<file path="config.mk">
export PLATFORM = sky130hd
export DESIGN_NAME = flattening_stream_buffer
export DESIGN_NICKNAME = d
export VERILOG_FILES = /design/src/rtl/flattening_stream_buffer.sv
export SDC_FILE = /design/constraint.sdc
export NUM_CORES = 1
export LEC_CHECK = 0
export ABC_AREA = 1
export ABC_CLOCK_PERIOD_IN_PS = 3500
export BUFFER_PORTS_ARGS = -buffer_cell sky130_fd_sc_hd__buf_2
export CAP_MARGIN = 20
export CORE_UTILIZATION = 35
export CTS_CLUSTER_DIAMETER = 60
export DETAILED_ROUTE_END_ITERATION = 16
export PLACE_DENSITY = 0.57
export SETUP_SLACK_MARGIN = 0.2
export SYNTH_ARGS = -nofsm -noshare
export SYNTH_HDL_FRONTEND = slang
export SYNTH_SLANG_ARGS = --single-unit
</file>
<file path="constraint.sdc">
create_clock -name clk -period 3.5 [get_ports clk]
set_input_delay 0.175 -clock clk [delete_from_list [all_inputs] [get_ports clk]]
set_output_delay 0.175 -clock clk [all_outputs]
set_load 0.01 [all_outputs]
</file>
<file path="src/rtl/flattening_stream_buffer.sv">
// Gathers per-channel pixel streams into one flattened frame, with optional
// ping-pong banking, valid/ready handshake, first-frame marker and sticky overrun flag.
module flattening_stream_buffer #(
  parameter int unsigned BitSize       = 2,
  parameter int unsigned ImageSize     = 9,
  parameter int unsigned NumOfChannels = 4,
  parameter int unsigned NumOfInputs   = 2,
  parameter int unsigned DoubleBuffer  = 1
) (
  input  logic                                        clk,
  input  logic                                        res,
  input  logic [NumOfChannels-1:0]                    in_valid,
  input  logic [NumOfInputs*BitSize-1:0]              in_data,
  output logic                                        in_ready,
  output logic                                        out_valid,
  input  logic                                        out_ready,
  output logic                                        out_first,
  output logic [NumOfChannels*ImageSize*BitSize-1:0]  out_data,
  output logic                                        err_overrun
);

  localparam int unsigned Total = NumOfChannels * ImageSize;
  localparam int unsigned CntW  = $clog2(ImageSize + 1);
  localparam int unsigned AddrW = (Total > 1) ? $clog2(Total) : 1;

  typedef enum logic [1:0] {
    BANK_EMPTY,
    BANK_FILLING,
    BANK_FULL
  } bank_state_e;

  bank_state_e          r_state      [2];
  bank_state_e          w_state_next [2];
  logic                 r_wr_bank;
  logic                 r_rd_bank;
  logic                 r_first_done;
  logic                 r_err;
  logic [CntW-1:0]      r_cnt [NumOfChannels];
  logic [BitSize-1:0]   r_mem [2][Total];

  logic [NumOfChannels-1:0] w_accept;
  logic [NumOfChannels-1:0] w_overrun;
  logic [NumOfChannels-1:0] w_chan_done;
  logic [AddrW-1:0]         w_addr [NumOfChannels];
  logic [BitSize-1:0]       w_lane [NumOfChannels];
  logic                     w_complete;
  logic                     w_handshake;

  assign in_ready    = (r_state[r_wr_bank] != BANK_FULL);
  assign out_valid   = (r_state[r_rd_bank] == BANK_FULL);
  assign out_first   = out_valid & ~r_first_done;
  assign err_overrun = r_err;
  assign w_handshake = out_valid & out_ready;

  // Per-channel accept/overrun decode and write addressing
  always_comb begin
    for (int c = 0; c < NumOfChannels; c++) begin
      w_accept[c]    = in_ready & in_valid[c] & (r_cnt[c] <  CntW'(ImageSize));
      w_overrun[c]   = in_ready & in_valid[c] & (r_cnt[c] == CntW'(ImageSize));
      w_chan_done[c] = ((r_cnt[c] + CntW'(w_accept[c])) == CntW'(ImageSize));
      w_addr[c]      = AddrW'(c * ImageSize) + AddrW'(r_cnt[c]);
      w_lane[c]      = in_data[(c % NumOfInputs) * BitSize +: BitSize];
    end
    w_complete = (&w_chan_done) & (|w_accept);
  end

  // Bank state next-state: the handshake bank and the write bank differ
  // whenever both events can happen on one edge.
  always_comb begin
    for (int b = 0; b < 2; b++) begin
      w_state_next[b] = r_state[b];
    end
    if (w_handshake) begin
      w_state_next[r_rd_bank] = BANK_EMPTY;
    end
    if ((|w_accept) && (r_state[r_wr_bank] == BANK_EMPTY)) begin
      w_state_next[r_wr_bank] = BANK_FILLING;
    end
    if (w_complete) begin
      w_state_next[r_wr_bank] = BANK_FULL;
    end
  end

  always_ff @(posedge clk) begin
    if (res) begin
      for (int b = 0; b < 2; b++) begin
        r_state[b] <= BANK_EMPTY;
      end
    end else begin
      for (int b = 0; b < 2; b++) begin
        r_state[b] <= w_state_next[b];
      end
    end
  end

  // Storage, counters, bank pointers and flags
  always_ff @(posedge clk) begin
    if (res) begin
      r_wr_bank    <= 1'b0;
      r_rd_bank    <= 1'b0;
      r_first_done <= 1'b0;
      r_err        <= 1'b0;
      for (int c = 0; c < NumOfChannels; c++) begin
        r_cnt[c] <= '0;
      end
      for (int b = 0; b < 2; b++) begin
        for (int i = 0; i < Total; i++) begin
          r_mem[b][i] <= '0;
        end
      end
    end else begin
      for (int c = 0; c < NumOfChannels; c++) begin
        if (w_accept[c]) begin
          r_mem[r_wr_bank][w_addr[c]] <= w_lane[c];
        end
        r_cnt[c] <= w_complete ? '0 : r_cnt[c] + CntW'(w_accept[c]);
      end
      if (|w_overrun) begin
        r_err <= 1'b1;
      end
      if (w_complete && (DoubleBuffer != 0)) begin
        r_wr_bank <= ~r_wr_bank;
      end
      if (w_handshake) begin
        r_first_done <= 1'b1;
        if (DoubleBuffer != 0) begin
          r_rd_bank <= ~r_rd_bank;
        end
      end
    end
  end

  always_comb begin
    out_data = '0;
    for (int i = 0; i < Total; i++) begin
      out_data[i*BitSize +: BitSize] = r_mem[r_rd_bank][i];
    end
  end

endmodule

</file>
# Word-level counts from Yosys, hierarchy flattened
# Memory sizes are Yosys's and may differ from the RTL's. A register that Yosys moved wholly into a read port is not among the register bits.
# Index checks and enable logic that the tools add are counted.
dict set report op_classes {
  n_eq_ne 10
  n_bitwise 254
  n_lt_le_gt_ge 16
  n_addsub 7
  multipliers 0
  shifts 0
  mux 265
  div 0
  n_reduce_logical 12
}
# cell count
set op_table {}
lappend op_table {{$mux W72} 6}
lappend op_table {{$mux W1} 234}
lappend op_table {{$or A1 B1 Y1} 222}
lappend op_table {{$reduce_or A72 Y1} 1}
lappend op_table {{$demux W2 S6} 4}
lappend op_table {{$mux W4} 11}
lappend op_table {{$eq A4 B4 Y1 const B} 8}
lappend op_table {{$ge A7 B7 Y1 const B} 4}
lappend op_table {{$lt A7 B1 Y1 const B} 4}
lappend op_table {{$add A4 B1 Y4} 4}
lappend op_table {{$lt A4 B4 Y1 const B} 4}
lappend op_table {{$mux W2} 8}
lappend op_table {{$and A1 B1 Y1} 15}
lappend op_table {{$not A6 Y7} 2}
lappend op_table {{$add A5 B4 Y6 const A} 2}
lappend op_table {{$reduce_or A4 Y1} 2}
lappend op_table {{$logic_and A1 B1 Y1} 7}
lappend op_table {{$not A4 Y7} 1}
lappend op_table {{$not A5 Y7} 1}
lappend op_table {{$add A4 B4 Y5 const A} 1}
lappend op_table {{$and A2 B2 Y2} 2}
lappend op_table {{$and A4 B4 Y4} 1}
lappend op_table {{$demux W2 S1} 2}
lappend op_table {{$ge A2 B2 Y1 const B} 2}
lappend op_table {{other kinds (10)} 16}
dict set report word_totals {
  mem_count 3
  in_bits 11
  register_bits 4
  mem_bits_rw 164
  wordCells 571
  latch_bits 0
  output_inout_bits 76
  rom_bits 0
}
# memory words width read_ports rd_clocked_by_memory_dff wr line
set mem_list {}
lappend mem_list {r_mem 2 72 1 1 2 39} ;# logic [BitSize-1:0] r_mem [2][Total];
lappend mem_list {r_cnt 4 4 4 0 4 38} ;# logic [CntW-1:0] r_cnt [NumOfChannels];
lappend mem_list {r_state 2 2 4 2 2 32} ;# bank_state_e r_state [2];

# Longest topological paths before layout
dict set report depth {
  depth_word 13
  ltp_mapped 18
  ltp_nobuf 17
}

# Least setup slack after synthesis
# No wires, ideal clock.
dict set report synth_timing {
  path_type {register to register}
  start {memory r_cnt[3][0] in the netlist's numbering}
  end {memory r_cnt[1][3] in the netlist's numbering}
  required_time_ns 3.381
  t_arrival_ns 2.661
  setup_slack_ns 0.721
  synth_period_minus_slack_ns 2.779
  n_path_buf 2
  stages_incl_launch_ff 17
  setup_time_ns 0.119
  path_cell_list {dfxtp_1 inv_1 ha_1 nand2_2 nand2_1 nand3_4 inv_1 ha_1 ha_1 nor4_1 nand4_1 nor4_1 and2_1 or2_2 clkbuf_1 buf_2 nor2_1}
}
# item line
set synth_rtl {}
lappend synth_rtl {{start, declared} 38}

==> out/metrics.cfg <==
[outcome]
status=finished, final reports clean

[worst_setup_path]
critical_path_class=register to register
startpoint_type=register
regToRegSetupSlack_ns=0.46
crit_top_cell=nand2_1
worst-path-max-fanout=30
critPathTopFamily=simple AND/OR/NAND/NOR gates
worstPathArrival_ns=3.17
worstSetupEndpointType=register
worst_path_max_delay_cell=dfxtp_2
path_cells=inv_1, ha_1, inv_1, nand2_1, nand2_1, nor2_2, inv_2, nor2_1, nand2_1, nand2_1, nor2_2, nand3_2, nor2_8, nand2_8, buf_6, nand2_1, nand2_1, nor2_1
reg2reg_depth=18
path_buf_inv=4
r2r_end=r_mem[1][38]$_DFFE_PP_
slowest_delay_ns=0.41
rr_startpoint=r_cnt[3][0]$_SDFF_PP0_
worstPathRequired_ns=3.63

[logic_synthesis]
synthTopCellsByCount=nand2_1 (462), nor2_1 (264), edfxtp_1 (144)
yosys.area.top_type=edfxtp_1
avgSynthCellArea_um2=7.75
yosysUniqueCellTypes=40
synth_area_um2=9590
netlist_instances=1238
synth_area_leaders=edfxtp_1 (45%), nand2_1 (18%), nor2_1 (10%)
ys_warn_count=0
ys.flop_type=edfxtp_1
synthArstFlopShare_pct=0
yosysMostFrequentCell=nand2_1
yosysSeqAreaShare_pct=50.5
synth_seq_cells=170
synthesis.nets=1260
synth_edf_count=144
synth_top_area_share_pct=45.1

[detailed_routing]
vias=7968
dr.pass1.iters=6
wl_per_cell_um=14.7
drcViolationCount=0
drt-vias-per-instance=4.83
wirelength_mm=24.3
drt_iter0_drc=613
detail-route-antenna-nets=0

[power]
power_switching_mw=1.60
power_density_nw_per_um2=484
swShare_pct=30.2
ir_drop_mv=0.306
p_int_mw=3.69
p_leak_nw=5.05
seqPwrFrac_pct=46.6
pwr-share-comb_pct=18.3
clkPwrFrac_pct=35.1

[grt]
met1_usage_pct=23.8
gr-usage-all-layers_pct=17.9
met3_usage_pct=3.07
grt_max_degree=74
grt.busiest_layer=met2
grtUsageMet2_pct=29.5
grt_overflow_total=0
grt_pass1_wl_mm=39.2
grt_pass1_vias=7596
antenna_found_initial=0

[die]
die_w_um=168
die_area_um2=28100
num_io_pins=87
die_height_um=168
core_area_um2=27000
start_util_pct=35.6
row_count=60

[cts]
htreeDepth=4
clock_latency_ns=0.44
postCtsHoldBufs=0
root_buffer=clkbuf_16
clockBufferDepth=2
clkSlewWorstSetupHoldPaths_ns=0.07
cts_tree=done
numCtsBuffers=17
clkSinkCount=170

[timing]
hold_violations=0
fin_hold_ws_ns=0.0734
maxSlewHeadroom_pct=44.3
max_freq_ghz=0.329
timing.final.crit_share_pct=86.8
finalWorstSetupSlack_ns=0.462
setup_viol=0
period_minus_slack_ns=3.04
finClkSkew_ns=0.00883
rsz0062_at_grt=true
max_slew.worst_pin.slew_ns=0.836
slew_viol_final=0
fin_tns_setup_ns=0

[min_path]
whs_endpoint=err_overrun$_SDFFE_PP0P_
hp-class=input pin to register
holdPathStages=3
min-delay-start=in_valid[3]

[placed_design]
gp_congestion=0.893
postPlaceCellArea_um2=10200
dp_slack_ns=0.230
io_buffers=86
dp_hpwl_mm=17.0

[run]
drv_cap=0

[layout]
antennaDiodeCount=0
nFillCells=2761
final_area_um2=10900
syn2layout_area_growth_pct=13.9
final_layout_size_suffix_gt1_share_pct=16.0
layout.nets=1318

## metrics by stage
stage | utilization (%) | instances | power [mW]
2_1_floorplan | - | 1238 | 3.21
3_3_place_gp | 38.0 | 1613 | 3.41
3_5_place_dp | 38.0 | 1613 | 3.43
4_1_cts | 40.1 | 1645 | 5.26
5_1_grt | 40.5 | 1650 | 5.53
6_report | 40.5 | 1650 | 5.29
## routing by layer
layer	wire length (um)	part of all wire (%)	up-vias
met3	1080	4.5	32
met2	11200	46	200
met4	452	1.9	0
li1	-	-	4047
met1	11500	47	3689
met5	0	0	-
## worst register-to-register path: cells and delay by family (launching register included)
| kind | cells | cell delay [ns] |
|---|---|---|
| buffers and inverters | 4 | 0.49 |
| and+or+nand+nor | 13 | 1.60 |
| adders and majority gates | 1 | 0.24 |
| DFF | 1 | 0.41 |
## placed cells by master, fill, tap and decap left out, drive strengths merged, types with 2 or more instances in the layout
cell type | Yosys | routed
a21oi | 10 | 10
buf | 33 | 106
clkbuf | 34 | 18
clkinv | 1 | 5
clkinvlp | 0 | 3
dfxtp | 26 | 26
edfxtp | 144 | 144
ha | 11 | 11
inv | 83 | 89
nand2 | 468 | 468
nand3 | 50 | 50
nand3b | 23 | 23
nand4 | 6 | 6
nor2 | 270 | 270
nor3 | 10 | 10
nor4 | 6 | 6
o211ai | 2 | 2
o21ai | 47 | 47
xor2 | 8 | 8
## worst max-delay path by stage
stage	startpoint	to	slack (ns)	cells after the start
6_report	r_cnt[3][0]$_SDFF_PP0_	r_mem[1][38]$_DFFE_PP_	0.46	18
5_1_grt	r_cnt[3][0]$_SDFF_PP0_	r_mem[1][8]$_DFFE_PP_	0.16	16
4_1_cts	r_cnt[3][0]$_SDFF_PP0_	r_mem[1][32]$_DFFE_PP_	0.22	18
3_5_place_dp	r_cnt[3][0]$_SDFF_PP0_	r_mem[1][12]$_DFFE_PP_	0.23	18
3_3_place_gp	r_cnt[3][0]$_SDFF_PP0_	r_mem[1][12]$_DFFE_PP_	0.31	18
2_1_floorplan	r_cnt[3][0]$_SDFF_PP0_	r_cnt[1][3]$_SDFF_PP0_	0.72	16
## state kept, by name (all words and copies together), names as in the netlist, named ones only
| register | count |
|---|---|
| r_rd_bank | 1 |
| r_cnt | 16 |
| r_mem | 144 |
| err_overrun | 1 |
| r_first_done | 1 |
| r_wr_bank | 1 |
| r_state | 4 |
## kinds of logic (layout without fill, tap and decap cells)
group / Yosys count / after routing / synth area share, %
buffers and inverters: 151 / 222 / 6.85
adders and majority gates: 11 / 11 / 1.44
and+or+nand+nor: 836 / 836 / 37.0
AOI/OAI and AO/OA: 61 / 61 / 3.41
DFF: 170 / 170 / 50.5
muxes: 1 / 1 / 0.104
xor gates and xnor gates: 8 / 8 / 0.731
## area by class of cell
cell class	count	area (um^2)	share of cell area [%]
sequential	170	4850	44.4
multi-input combinational	917	4150	38.0
timing repair buffer	106	613	5.61
clock buffer	18	429	3.93
tap	341	427	3.91
inverter	84	318	2.91
clock inverter	14	138	1.26
## power by group through the flow
stage               Combinational [mW]  Clock, mW  Sequential [mW]
floorplan                        0.714          0             2.49
global placement                 0.902          0             2.51
detailed placement               0.919          0             2.51
CTS                              0.922       1.88             2.47
global route                      1.09       1.95             2.48
finish                           0.967       1.86             2.47
## repair_timing
item / 4_1_cts / 5_1_grt
setup endpoints to repair: 0 / 250
resized for setup: 0 / 29
buffers inserted: 0 / 5
No activity file was read; power rests on OpenSTA's default activity.
